**config.mk**
```make
export PLATFORM = sky130hd
export DESIGN_NAME = seq_detect_param
export DESIGN_NICKNAME = d
export VERILOG_FILES = /design/src/rtl/seq_detect_param.sv
export SDC_FILE = /design/constraint.sdc
export NUM_CORES = 1
export LEC_CHECK = 0
export ABC_AREA = 0
export BUFFER_PORTS_ARGS = -buffer_cell sky130_fd_sc_hd__buf_2
export CORE_ASPECT_RATIO = 0.9
export CORE_MARGIN = 1
export CORE_UTILIZATION = 47
export DETAILED_ROUTE_END_ITERATION = 16
export PLACE_DENSITY_LB_ADDON = 0.12
export SLEW_MARGIN = 5
export SYNTH_ARGS = -nofsm -noshare
export SYNTH_HDL_FRONTEND = slang
export SYNTH_SLANG_ARGS = --single-unit
```
**constraint.sdc**
```tcl
create_clock -name clk -period 1.9 [get_ports clk]
set_input_delay 0.19 -clock clk [delete_from_list [all_inputs] [get_ports clk]]
set_output_delay 0.19 -clock clk [all_outputs]
set_load 0.005 [all_outputs]
```
**src/rtl/seq_detect_param.sv**
```systemverilog
// Parametrised serial pattern detector: flags each occurrence of a loadable
// PAT_LEN-bit pattern on a qualified bit stream and keeps a saturating count.
module seq_detect_param #(
  parameter int unsigned          PAT_LEN = 4,
  parameter logic [PAT_LEN-1:0]   PATTERN = 4'b1011,
  parameter int unsigned          CNT_W   = 8
) (
  input  logic               clk,
  input  logic               rst,
  input  logic               in_valid,
  input  logic               in,
  input  logic               overlap_en,
  input  logic               pat_load,
  input  logic [PAT_LEN-1:0] pat_in,
  input  logic               cnt_clr,
  output logic               match,
  output logic [CNT_W-1:0]   match_cnt
);

  localparam int unsigned     FW   = $clog2(PAT_LEN + 1);
  localparam logic [FW-1:0]   FULL = FW'(PAT_LEN);

  logic [PAT_LEN-1:0] hist;
  logic [PAT_LEN-1:0] pat;
  logic [FW-1:0]      fill;

  logic [PAT_LEN-1:0] hist_n;
  logic [FW-1:0]      fill_inc;
  logic               consume;
  logic               hit;

  always_comb begin
    hist_n   = {hist[PAT_LEN-2:0], in};
    fill_inc = (fill == FULL) ? FULL : fill + FW'(1);
    consume  = in_valid && !pat_load;
    hit      = consume && (hist_n == pat) && (fill_inc == FULL);
  end

  always_ff @(posedge clk) begin
    if (rst) begin
      hist      <= '0;
      fill      <= '0;
      pat       <= PATTERN;
      match     <= 1'b0;
      match_cnt <= '0;
    end else begin
      match <= hit;

      if (pat_load) begin
        pat  <= pat_in;
        hist <= '0;
        fill <= '0;
      end else if (in_valid) begin
        hist <= hist_n;
        // Non-overlap restarts the fill so the next hit needs PAT_LEN fresh bits.
        fill <= (hit && !overlap_en) ? '0 : fill_inc;
      end

      if (cnt_clr)
        match_cnt <= hit ? CNT_W'(1) : '0;
      else if (hit && (match_cnt != '1))
        match_cnt <= match_cnt + CNT_W'(1);
    end
  end

endmodule

```
## After elaboration in Yosys (flattened, before gate mapping)

Index checks and enable logic that the tools add are counted.

| storage, ports and cells | value |
|---|---|
| register bits after elaboration | 19 |
| input bits | 11 |
| output and inout bits | 9 |
| word-level logic and storage cells | 25 |

| cells by class | value |
|---|---|
| add/sub/neg operators | 2 |
| eq/ne operators | 4 |
| multiplexer cells | 5 |
| reduce and logical (&&, ||, !) cells | 9 |

Operator list:

| cell | count |
|---|---|
| 2-to-1 mux 8 bit | 2 |
| adder 8 x 1 -> 8 bit, second input constant | 1 |
| inequality test 8 bit, second input constant | 1 |
| equality test 3 bit, second input constant | 2 |
| 2-to-1 mux 3 bit | 2 |
| logical AND 1 bit | 5 |
| equality test 4 bit | 1 |
| adder 3 x 1 -> 3 bit, second input constant | 1 |
| zero test 1 bit | 2 |
| nonzero test 2 bit | 1 |
| OR reduction 2 bit | 1 |
| 2-to-1 mux 1 bit | 1 |

## Longest topological paths before layout

Gate-level depths: netlist (run 1).

| logic depth | value |
|---|---|
| word-level depth | 7 |
| mapped depth | 8 |
| gate-level depth less buffers | 7 |

## Worst setup path after synthesis (run 1)

Ideal clock, no wire load.

| path | value |
|---|---|
| path type | register to register |
| start | register fill[0] |
| end | register match_cnt[5] |
| data arrival time | 1.885 ns |
| data required time | 1.828 ns |
| slack | -0.056 ns |
| cell stages (with the launch flop) | 9 |
| buffers on the path | 1 |
| period minus slack after synthesis | 1.956 ns |
| cells stage by stage | dfxtp_1 > inv_1 > ha_1 > nand2b_1 > a21o_1 > or2_4 > buf_6 > nor4_1 > mux2i_1 |

| on the way | value |
|---|---|
| longest elaborated chain between the ends | 6 |
| elaborated cells on any way between the ends | 7 |
| classes of those cells | add/sub: 1; eq/ne: 2; mux: 1; reduce/logical: 3 |

Ends and longest elaborated chain:

| element | RTL line | text |
|---|---|---|
| start: declaration | 25 | `logic [FW-1:0] fill;` |
| start signal: assignment | 56 | `fill <= (hit && !overlap_en) ? '0 : fill_inc;` |
| adder 3 x 1 -> 3 bit / equality test 3 bit (equally long branches) | 34 | `fill_inc = (fill == FULL) ? FULL : fill + FW'(1);` |
| 2-to-1 mux 3 bit * | 34 |  |
| equality test 3 bit * | 36 | `hit = consume && (hist_n == pat) && (fill_inc == FULL);` |
| logical AND 1 bit * | 36 |  |
| logical AND 1 bit * | 61 | `else if (hit && (match_cnt != '1))` |
| nonzero test 2 bit (no source line) * | -- |  |
| end signal: assignment | 60 | `match_cnt <= hit ? CNT_W'(1) : '0;` |
| end signal: assignment | 62 | `match_cnt <= match_cnt + CNT_W'(1);` |
| end: declaration | 17 | `output logic [CNT_W-1:0] match_cnt` |

Every way passes the cells marked *; elsewhere a longest branch is shown, timed or not.
A chain may end at the register's enable or synchronous reset.

## Final worst setup path (run 1)

| path | value |
|---|---|
| start | register fill[1] |
| end | register match_cnt[4] |

The elaborated chain is that of the path after synthesis.

==> impl_metrics.py, run 1 <==
metrics = {
    "grt": {
        "overflow": 0,
        "grt_first_pass_wirelength_um": 3201,
        "grt_start_max_net_pins": 11,
        "grt_use_met3_pct": 6.397,
        "use_met1_pct": 26.50,
        "grt_pass1_vias": 742,
        "grt_use_met2_pct": 27.84,
        "grt_busiest_layer": "met2",
        "antenna_found_initial": 0,
        "track_usage_pct": 19.09,
    },
    "timing": {
        "rsz0062_at_grt": "true",
        "setup_viol": 6,
        "setup_tns_ns": -0.1680,
        "fmax_ghz": 0.5058,
        "clock-skew-final_ns": 0.009350,
        "max_slew_margin_pct": 80.80,
        "worst-slew-pin-transition_ns": 0.2856,
        "post-route-min-period_ns": 1.977,
        "hold_viol_final": 0,
        "period_share_pct": 104.1,
        "worst_slack_ns": -0.07702,
        "finalMaxSlewViolations": 0,
    },
    "route": {
        "firstDrtPassIters": 6,
        "drt-wirelength-per-cell_um": 12.35,
        "vias_per_cell": 5.381,
        "drc": 0,
        "detail_route.iter0.violations": 17,
        "postRouteWirelength_um": 1976,
        "ant_nets": 0,
        "via_count": 861,
    },
    "logic_synthesis": {
        "async_reset_ff_share_pct": 0,
        "synth_edf_count": 0,
        "synthTopCellsByCount": "dfxtp_1, a21oi_1, nand2_1",
        "yosys.area.top_type": "dfxtp_1",
        "synth_nets": 121,
        "syn_area_um2": 960.9,
        "ys_ff_latch": 19,
        "ys_seq_area_share_pct": 39.58,
        "ys_warn_count": 0,
        "ys_types": 37,
        "synth_top_area_share_pct": 39.58,
        "yosysMostFrequentCell": "dfxtp_1",
        "synth.top_cells.by_area": "dfxtp_1, mux2i_1, a21oi_1",
        "syn_area_per_cell_um2": 8.981,
        "synth_cells": 107,
        "synth_ff_type": "dfxtp_1",
    },
    "cts": {
        "cts_tree": "done",
        "cts-root-buf": "clkbuf_4",
        "clock_path_buffers": 2,
        "htreeDepth": 1,
        "cts.sinks": 19,
        "clk_pin_slew_ns": 0.11,
        "numCtsBuffers": 3,
        "clock_latency_ns": 0.30,
        "cts_hold_buf": 0,
    },
    "layout": {
        "drive_gt1_share_pct": 37.78,
        "final_core_util_pct": 64.12,
        "area_growth_pct": 27.73,
        "diodes": 0,
        "finish.instance_area_um2": 1227,
        "final_net_count": 150,
    },
    "die": {
        "ios": 20,
        "die_h_um": 44.90,
        "die-area_um2": 2229,
        "core_um2": 1914,
        "initial_core_util_pct": 50.20,
        "placementRows": 15,
        "die_w_um": 49.66,
    },
    "power": {
        "seqPwrFrac_pct": 60.2,
        "p_comb_share_pct": 9.3,
        "power_density_nw_per_um2": 556.8,
        "clkPwrFrac_pct": 30.4,
        "swShare_pct": 23.40,
        "ir_drop_mv": 0.4374,
        "p_int_mw": 0.5235,
        "p_leak_nw": 0.4961,
        "power.switching_mw": 0.1599,
    },
    "outcome": {
        "failed_checks": "setup timing",
        "status": "finished with violations",
    },
    "placement": {
        "place_area_um2": 1117,
        "place_ws_ns": -0.07403,
        "place_hpwl_um": 1413,
        "gp_congestion": 0.7840,
        "port_buffers": 19,
    },
    "setup_path": {
        "worstReg2RegStart": "fill[1]",
        "critical_path_class": "register to register",
        "start_kind": "register",
        "r2r.worst_path.cells": 7,
        "cp-endpoint": "match_cnt[4]",
        "cp.arrival_ns": 2.23,
        "crit_start": "fill[1]",
        "rrSetupSlack_ns": -0.08,
        "worstPathMaxFanout": 6,
        "rr_endpoint": "match_cnt[4]",
        "end_kind": "register",
        "required_ns": 2.15,
    },
    "job": {
        "max_cap_violations": 0,
    },
    "worst_hold_path": {
        "hp-class": "input port to register",
    },
}
cell type report:
class,instances,area (um^2)
Tap cell,25,31.28
Sequential cell,19,385.4
Timing Repair Buffer,29,181.4
Inverter,2,7.507
Multi-Input combinational cell,81,595.6
Fill cell,171,686.9
Clock buffer,4,26.28
how the worst min path moves through the flow:
| stage | start | endpoint | slack, ns | cells past startpoint |
|---|---|---|---|---|
| floorplan | pat_in[3] | pat[3] | 0.31 | 1 |
| global placement | pat_in[3] | pat[3] | 0.39 | 2 |
| detailed placement | pat_in[3] | pat[3] | 0.40 | 2 |
| CTS | pat_in[3] | pat[3] | 0.09 | 2 |
| global route | pat_in[3] | pat[3] | 0.07 | 2 |
| finish | pat_in[3] | pat[3] | 0.09 | 2 |
repair_timing:
item / 4_1_cts / 5_1_grt
pin swaps: 11 / 4
gates resized for setup: 10 / 8
endpoints found under the setup margin: 5 / 9
endpoints found under the hold margin: 0 / 0
buffers inserted: 2 / 1
cells in the final DEF, fill, tap and decap left out, types with 3 or more instances in the layout:
cell      instances
mux2i_1           5
nand2_1           7
clkbuf_4          3
a211o_1           3
dfxtp_2           4
buf_4             7
buf_2            19
nor3_1            4
nand3_1           4
a21oi_1           7
nor2_1            6
dfxtp_1          15
buf_6             3
ha_1              3
xor2_1            4
power by group through the flow:
stage | combinational [mW] | clock (mW) | sequential, mW
global route | 0.0707 | 0.233 | 0.413
finish | 0.0639 | 0.208 | 0.412
CTS | 0.0597 | 0.213 | 0.412
global placement | 0.0583 | 0 | 0.420
detailed placement | 0.0591 | 0 | 0.420
floorplan | 0.0397 | 0 | 0.420
critical path, stage by stage (launching register included):
cell and delay (ns):
dfxtp_2 0.34, inv_1 0.04, ha_1 0.31, nand2b_4 0.15, a21o_1 0.18, or2_4 0.28, or4_4 0.48, a21oi_2 0.14
per-stage QoR:
stage / power, mW / cells / hold WS [ns]
after floorplan: 0.4593 / 107 / 0.3078
after global placement: 0.4786 / 153 / 0.3949
after detailed placement: 0.4796 / 153 / 0.3991
after CTS: 0.6847 / 159 / 0.08745
after global routing: 0.7168 / 160 / 0.07054
final: 0.6834 / 160 / 0.08732
flip-flops by register name, summed over array words and instances (netlist names):
signal,count
fill,3
hist,3
match,1
match_cnt,8
pat,4
metal layers:
layer	wire length, um	share of wire [%]	up-vias
met1	1036	52	391
li1	-	-	445
met3	83	4.2	6
met2	819	41	19
met5	0	0	-
met4	36	1.8	0
cells by family (layout without fill, tap and decap cells):
kind of cell / count (synthesis) / in the layout / synth area share, %
compound gates: 24 / 24 / 16.15
xor+xnor: 4 / 4 / 3.645
fa+ha+maj: 3 / 3 / 3.907
buf+inv: 7 / 35 / 3.907
flops: 19 / 19 / 39.58
mux: 6 / 6 / 6.380
simple gates: 44 / 44 / 26.44
(Power assumes the default switching activity.)
==> run 2, diff against run 1 <==
==> constraint.sdc (replaced) <==
create_clock -name clk -period 1.9 [get_ports clk]
set_input_delay 0.19 -clock clk [delete_from_list [all_inputs] [get_ports clk]]
set_output_delay 0.19 -clock clk [all_outputs]
set_load 0.1 [all_outputs]
==> impl_metrics.py, run 2 (same netlist as run 1, synthesis figures left out) <==
metrics = {
    "layout": {
        "largest_reg_flops": 8,
        "regMostFlops": "match_cnt",
        "seq_area_um2": 395.4,
        "nFillCells": 185,
        "diodes": 0,
        "final_core_util_pct": 62.35,
        "drive_gt1_share_pct": 39.85,
        "reg.largest.list": "match_cnt (8), pat (4)",
        "mostFrequentLayoutCell": "buf_2",
        "final_net_count": 148,
        "finish.instance_area_um2": 1194,
        "final_cell_mix": "buf_2, dfxtp_2, dfxtp_1, nand2_1, buf_4",
        "area_growth_pct": 24.22,
        "multi_input_area_um2": 576.8,
    },
    "timing": {
        "fmax_ghz": 0.5048,
        "whs_ns": 0.08826,
        "finalMaxSlewViolations": 0,
        "hold_viol_final": 0,
        "post-route-min-period_ns": 1.981,
        "clock-skew-final_ns": 0.001879,
        "period_share_pct": 104.3,
        "max_slew_margin_pct": 67.90,
        "rsz0062_at_grt": "true",
        "setup_tns_ns": -0.2333,
        "worst-slew-pin-transition_ns": 0.4849,
        "worst_slack_ns": -0.08118,
        "setup_viol": 4,
    },
    "grt": {
        "grt_start_max_net_pins": 12,
        "grt_first_pass_wirelength_um": 3187,
        "antenna_found_initial": 0,
        "grt_pass1_vias": 716,
        "overflow": 0,
        "track_usage_pct": 19.23,
    },
    "route": {
        "drt-wirelength-per-cell_um": 12.58,
        "detail_route.iter0.violations": 10,
        "via_count": 858,
        "drc": 0,
        "ant_nets": 0,
        "postRouteWirelength_um": 1988,
        "vias_per_cell": 5.430,
        "firstDrtPassIters": 4,
    },
    "die": {
        "core_um2": 1914,
        "initial_core_util_pct": 50.20,
        "die_w_um": 49.66,
        "placementRows": 15,
        "die-area_um2": 2229,
        "ios": 20,
        "die_h_um": 44.90,
    },
    "outcome": {
        "failed_checks": "setup timing",
        "status": "finished with violations",
    },
    "setup_path": {
        "crit_chain": "xor2_1, or4_4, or2_4, or4_4, a21oi_2",
        "worstPathMaxFanout": 8,
        "cp.arrival_ns": 2.22,
        "max_stage_delay_ns": 0.52,
        "critPathSlowestCell": "or4_4",
        "end_kind": "register",
        "path_common_cell": "or4_4",
        "required_ns": 2.14,
        "critical_path_class": "register to register",
        "start_kind": "register",
    },
    "cts": {
        "cts-root-buf": "clkbuf_4",
        "clk_pin_slew_ns": 0.11,
        "clock_latency_ns": 0.30,
        "numCtsBuffers": 3,
        "cts_hold_buf": 0,
        "clock_path_buffers": 2,
        "cts.sinks": 19,
        "htreeDepth": 1,
        "cts_tree": "done",
    },
    "job": {
        "max_cap_violations": 0,
    },
    "power": {
        "ir_drop_mv": 0.6049,
        "power_density_nw_per_um2": 570.0,
        "p_leak_nw": 0.4861,
    },
    "placement": {
        "port_buffers": 19,
        "place_area_um2": 1129,
        "gp_congestion": 0.8367,
        "place_hpwl_um": 1479,
    },
    "worst_hold_path": {
        "hp-class": "input port to register",
    },
}
[run 2: cell count changes in the layout (fill, tap and decap cells not counted), moves of 2 or more]
cell and change:
o31ai_1 +3, dfxtp_1 -6, buf_6 -3, o21ai_0 +2, o21ai_1 -2, dfxtp_2 +5
o31ai_2 -2
[run 2: power by group]
group          internal, mW  switching [mW]
Sequential            0.405         0.00507
Combinational        0.0347          0.0296
Clock                0.0786           0.127
Total                 0.518           0.162
[run 2: metal layers]
layer	vias up	global-route usage [%]	part of all wire [%]
met4	0	5.143	0.75
li1	441	-	-
met5	-	0	0
met3	2	7.071	3.5
met1	402	25.41	50
met2	13	29.73	46
[run 2: metrics by stage]
stage                     setup WS, ns  cells  power, mW
after detailed placement      -0.08331    153     0.4790
after global routing           -0.1540    158     0.7140
after floorplan               0.004031    107     0.4577
final                         -0.08118    158     0.6804
after global placement        -0.04109    153     0.4779
after CTS                     -0.08639    158     0.6883
[run 2: critical path, delay by kind of cell, from the launching register on]
kind	cells	cell delay [ns]
xor gates and xnor gates	1	0.15
AOI/OAI and AO/OA	1	0.12
and+or+nand+nor	3	1.31
DFF	1	0.34
[run 2: path summary, 6_finish.rpt]
kind	from	to	slack, ns	depth (start not counted)
worst max-delay path	pat[3]	match_cnt[6]	-0.08	5
worst min-delay path	pat_in[1]	pat[1]	0.09	2
worst max register to register	pat[3]	match_cnt[6]	-0.08	5
worst min register to register	match_cnt[5]	match_cnt[5]	0.51	2
[run 2: what timing repair did]
item,in CTS,in global routing
endpoints found under the setup margin,5,6
setup buffers,1,0
pin swaps,3,1
gates resized for setup,2,4
[run 2: cell type report]
cell class                      count  share of cell area (%)
Sequential cell                    19                   33.12
Inverter                            2                  0.6289
Clock buffer                        3                   1.887
Multi-Input combinational cell     81                   48.32
Timing Repair Buffer               27                   13.00
Clock inverter                      1                  0.4193
Tap cell                           25                   2.621
==> run 3, diff against run 2 <==
--- a/config.mk
+++ b/config.mk
@@ -12,6 +12,7 @@
 export CORE_UTILIZATION = 47
 export DETAILED_ROUTE_END_ITERATION = 16
 export PLACE_DENSITY_LB_ADDON = 0.12
+export REMOVE_ABC_BUFFERS = 1
 export SLEW_MARGIN = 5
 export SYNTH_ARGS = -nofsm -noshare
 export SYNTH_HDL_FRONTEND = slang
==> impl_metrics.py, run 3 (same netlist as run 1, synthesis figures left out) <==
metrics = {
    "route": {
        "drc": 0,
        "postRouteWirelength_um": 2002,
        "via_count": 887,
        "detail_route.iter0.violations": 25,
        "vias_per_cell": 5.544,
        "ant_nets": 0,
        "firstDrtPassIters": 4,
        "drt-wirelength-per-cell_um": 12.51,
    },
    "cts": {
        "htreeDepth": 1,
        "clock_path_buffers": 2,
        "cts_hold_buf": 0,
        "cts_tree": "done",
        "clk_pin_slew_ns": 0.11,
        "clock_latency_ns": 0.30,
        "cts-root-buf": "clkbuf_4",
        "cts.sinks": 19,
        "numCtsBuffers": 3,
    },
    "timing": {
        "rsz0062_at_grt": "true",
        "period_share_pct": 101.9,
        "clock-skew-final_ns": 0.004543,
        "fmax_ghz": 0.5164,
        "finalMaxSlewViolations": 0,
        "max_slew_margin_pct": 67.64,
        "post-route-min-period_ns": 1.936,
        "worst_slack_ns": -0.03647,
        "setup_viol": 2,
        "setup_tns_ns": -0.06902,
        "whs_ns": 0.08871,
        "worst-slew-pin-transition_ns": 0.4887,
        "hold_viol_final": 0,
    },
    "setup_path": {
        "worstReg2RegStart": "pat[3]",
        "crit_chain": "xor2_1, or4_4, or2_4, or3_2, a21oi_1",
        "rr_endpoint": "match_cnt[2]",
        "critPathSlowestCell": "or4_4",
        "max_stage_delay_ns": 0.51,
        "start_kind": "register",
        "cp_num_buf_inv": 0,
        "critical_path_class": "register to register",
        "cp_top_family": "simple AND/OR/NAND/NOR gates",
        "rrSetupSlack_ns": -0.04,
        "cp.arrival_ns": 2.17,
        "required_ns": 2.14,
        "r2r.worst_path.cells": 5,
        "end_kind": "register",
        "worstPathMaxFanout": 8,
    },
    "die": {
        "initial_core_util_pct": 50.20,
        "die_w_um": 49.66,
        "placementRows": 15,
        "die-area_um2": 2229,
        "die_h_um": 44.90,
        "core_um2": 1914,
        "ios": 20,
    },
    "layout": {
        "regMostFlops": "match_cnt",
        "final_net_count": 150,
        "fin_cells": 160,
        "diodes": 0,
        "mostFrequentLayoutCell": "buf_2",
        "final_core_util_pct": 62.42,
        "area_growth_pct": 24.35,
        "drive_gt1_share_pct": 34.81,
        "finish.instance_area_um2": 1195,
        "largest_reg_flops": 8,
        "final_cell_mix": "buf_2, dfxtp_1, buf_4, nand2_1, a21oi_1",
        "reg.largest.list": "match_cnt (8), pat (4)",
    },
    "grt": {
        "grt_first_pass_wirelength_um": 3249,
        "overflow": 0,
        "grt_pass1_vias": 775,
        "antenna_found_initial": 0,
        "track_usage_pct": 19.47,
        "grt_start_max_net_pins": 11,
    },
    "power": {
        "p_comb_share_pct": 9.5,
        "power_density_nw_per_um2": 574.3,
        "ir_drop_mv": 0.6260,
        "total_power_mw": 0.6862,
        "p_leak_nw": 0.5055,
        "seqPwrFrac_pct": 60.0,
        "swShare_pct": 23.57,
        "power.switching_mw": 0.1617,
        "clkPwrFrac_pct": 30.5,
        "p_int_mw": 0.5245,
    },
    "worst_hold_path": {
        "whs_path_depth": 2,
        "hp-class": "input port to register",
        "holdCritStartpoint": "pat_in[3]",
        "whs_endpoint": "pat[3]",
    },
    "placement": {
        "dp_cells": 156,
        "port_buffers": 19,
        "place_hpwl_um": 1477,
        "place_area_um2": 1132,
        "gp_congestion": 0.7887,
        "place_ws_ns": -0.1094,
    },
    "outcome": {
        "failed_checks": "setup timing",
        "status": "finished with violations",
    },
    "job": {
        "max_cap_violations": 0,
    },
}
==> run 3: changes by cell type in the layout (fill, tap and decap cells not counted), sizes merged <==
cell    delta
buf        +2
clkinv     -1
clkbuf     +1
==> run 3: how the worst max path moves through the flow <==
stage,end,depth (start not counted),start
4_1_cts,match_cnt[4],5,pat[3]
2_1_floorplan,match_cnt[4],5,match_cnt[0]
3_5_place_dp,match_cnt[6],7,fill[0]
6_report,match_cnt[2],5,pat[3]
3_3_place_gp,match_cnt[5],6,pat[3]
5_1_grt,match_cnt[4],5,pat[3]
==> run 3: layer usage <==
layer / vias up / global-route usage, % / part of all wire [%]
li1: 450 / - / -
met1: 405 / 25.10 / 50
met2: 28 / 30.54 / 44
met3: 4 / 7.744 / 5.1
met4: 0 / 5.143 / 1.0
met5: - / 0 / 0
==> run 3: area by class of cell <==
class	count	area (um^2)
Fill cell	188	719.4
Multi-Input combinational cell	81	575.6
Sequential cell	19	384.1
Timing Repair Buffer	29	170.2
Tap cell	25	31.28
Clock buffer	4	26.28
Inverter	2	7.507
==> run 3: power groups by stage <==
stage	combinational (mW)	sequential [mW]	clock, mW
after floorplan	0.0309	0.419	0
after global placement	0.0596	0.420	0
after detailed placement	0.0605	0.421	0
after CTS	0.0608	0.412	0.215
after global routing	0.0725	0.413	0.227
final	0.0652	0.412	0.209
==> run 3: timing repair <==
item | CTS | global route
gates resized for setup | 3 | 7
setup endpoints to repair | 5 | 8
setup buffers | 0 | 1
pin swaps | 7 | 4
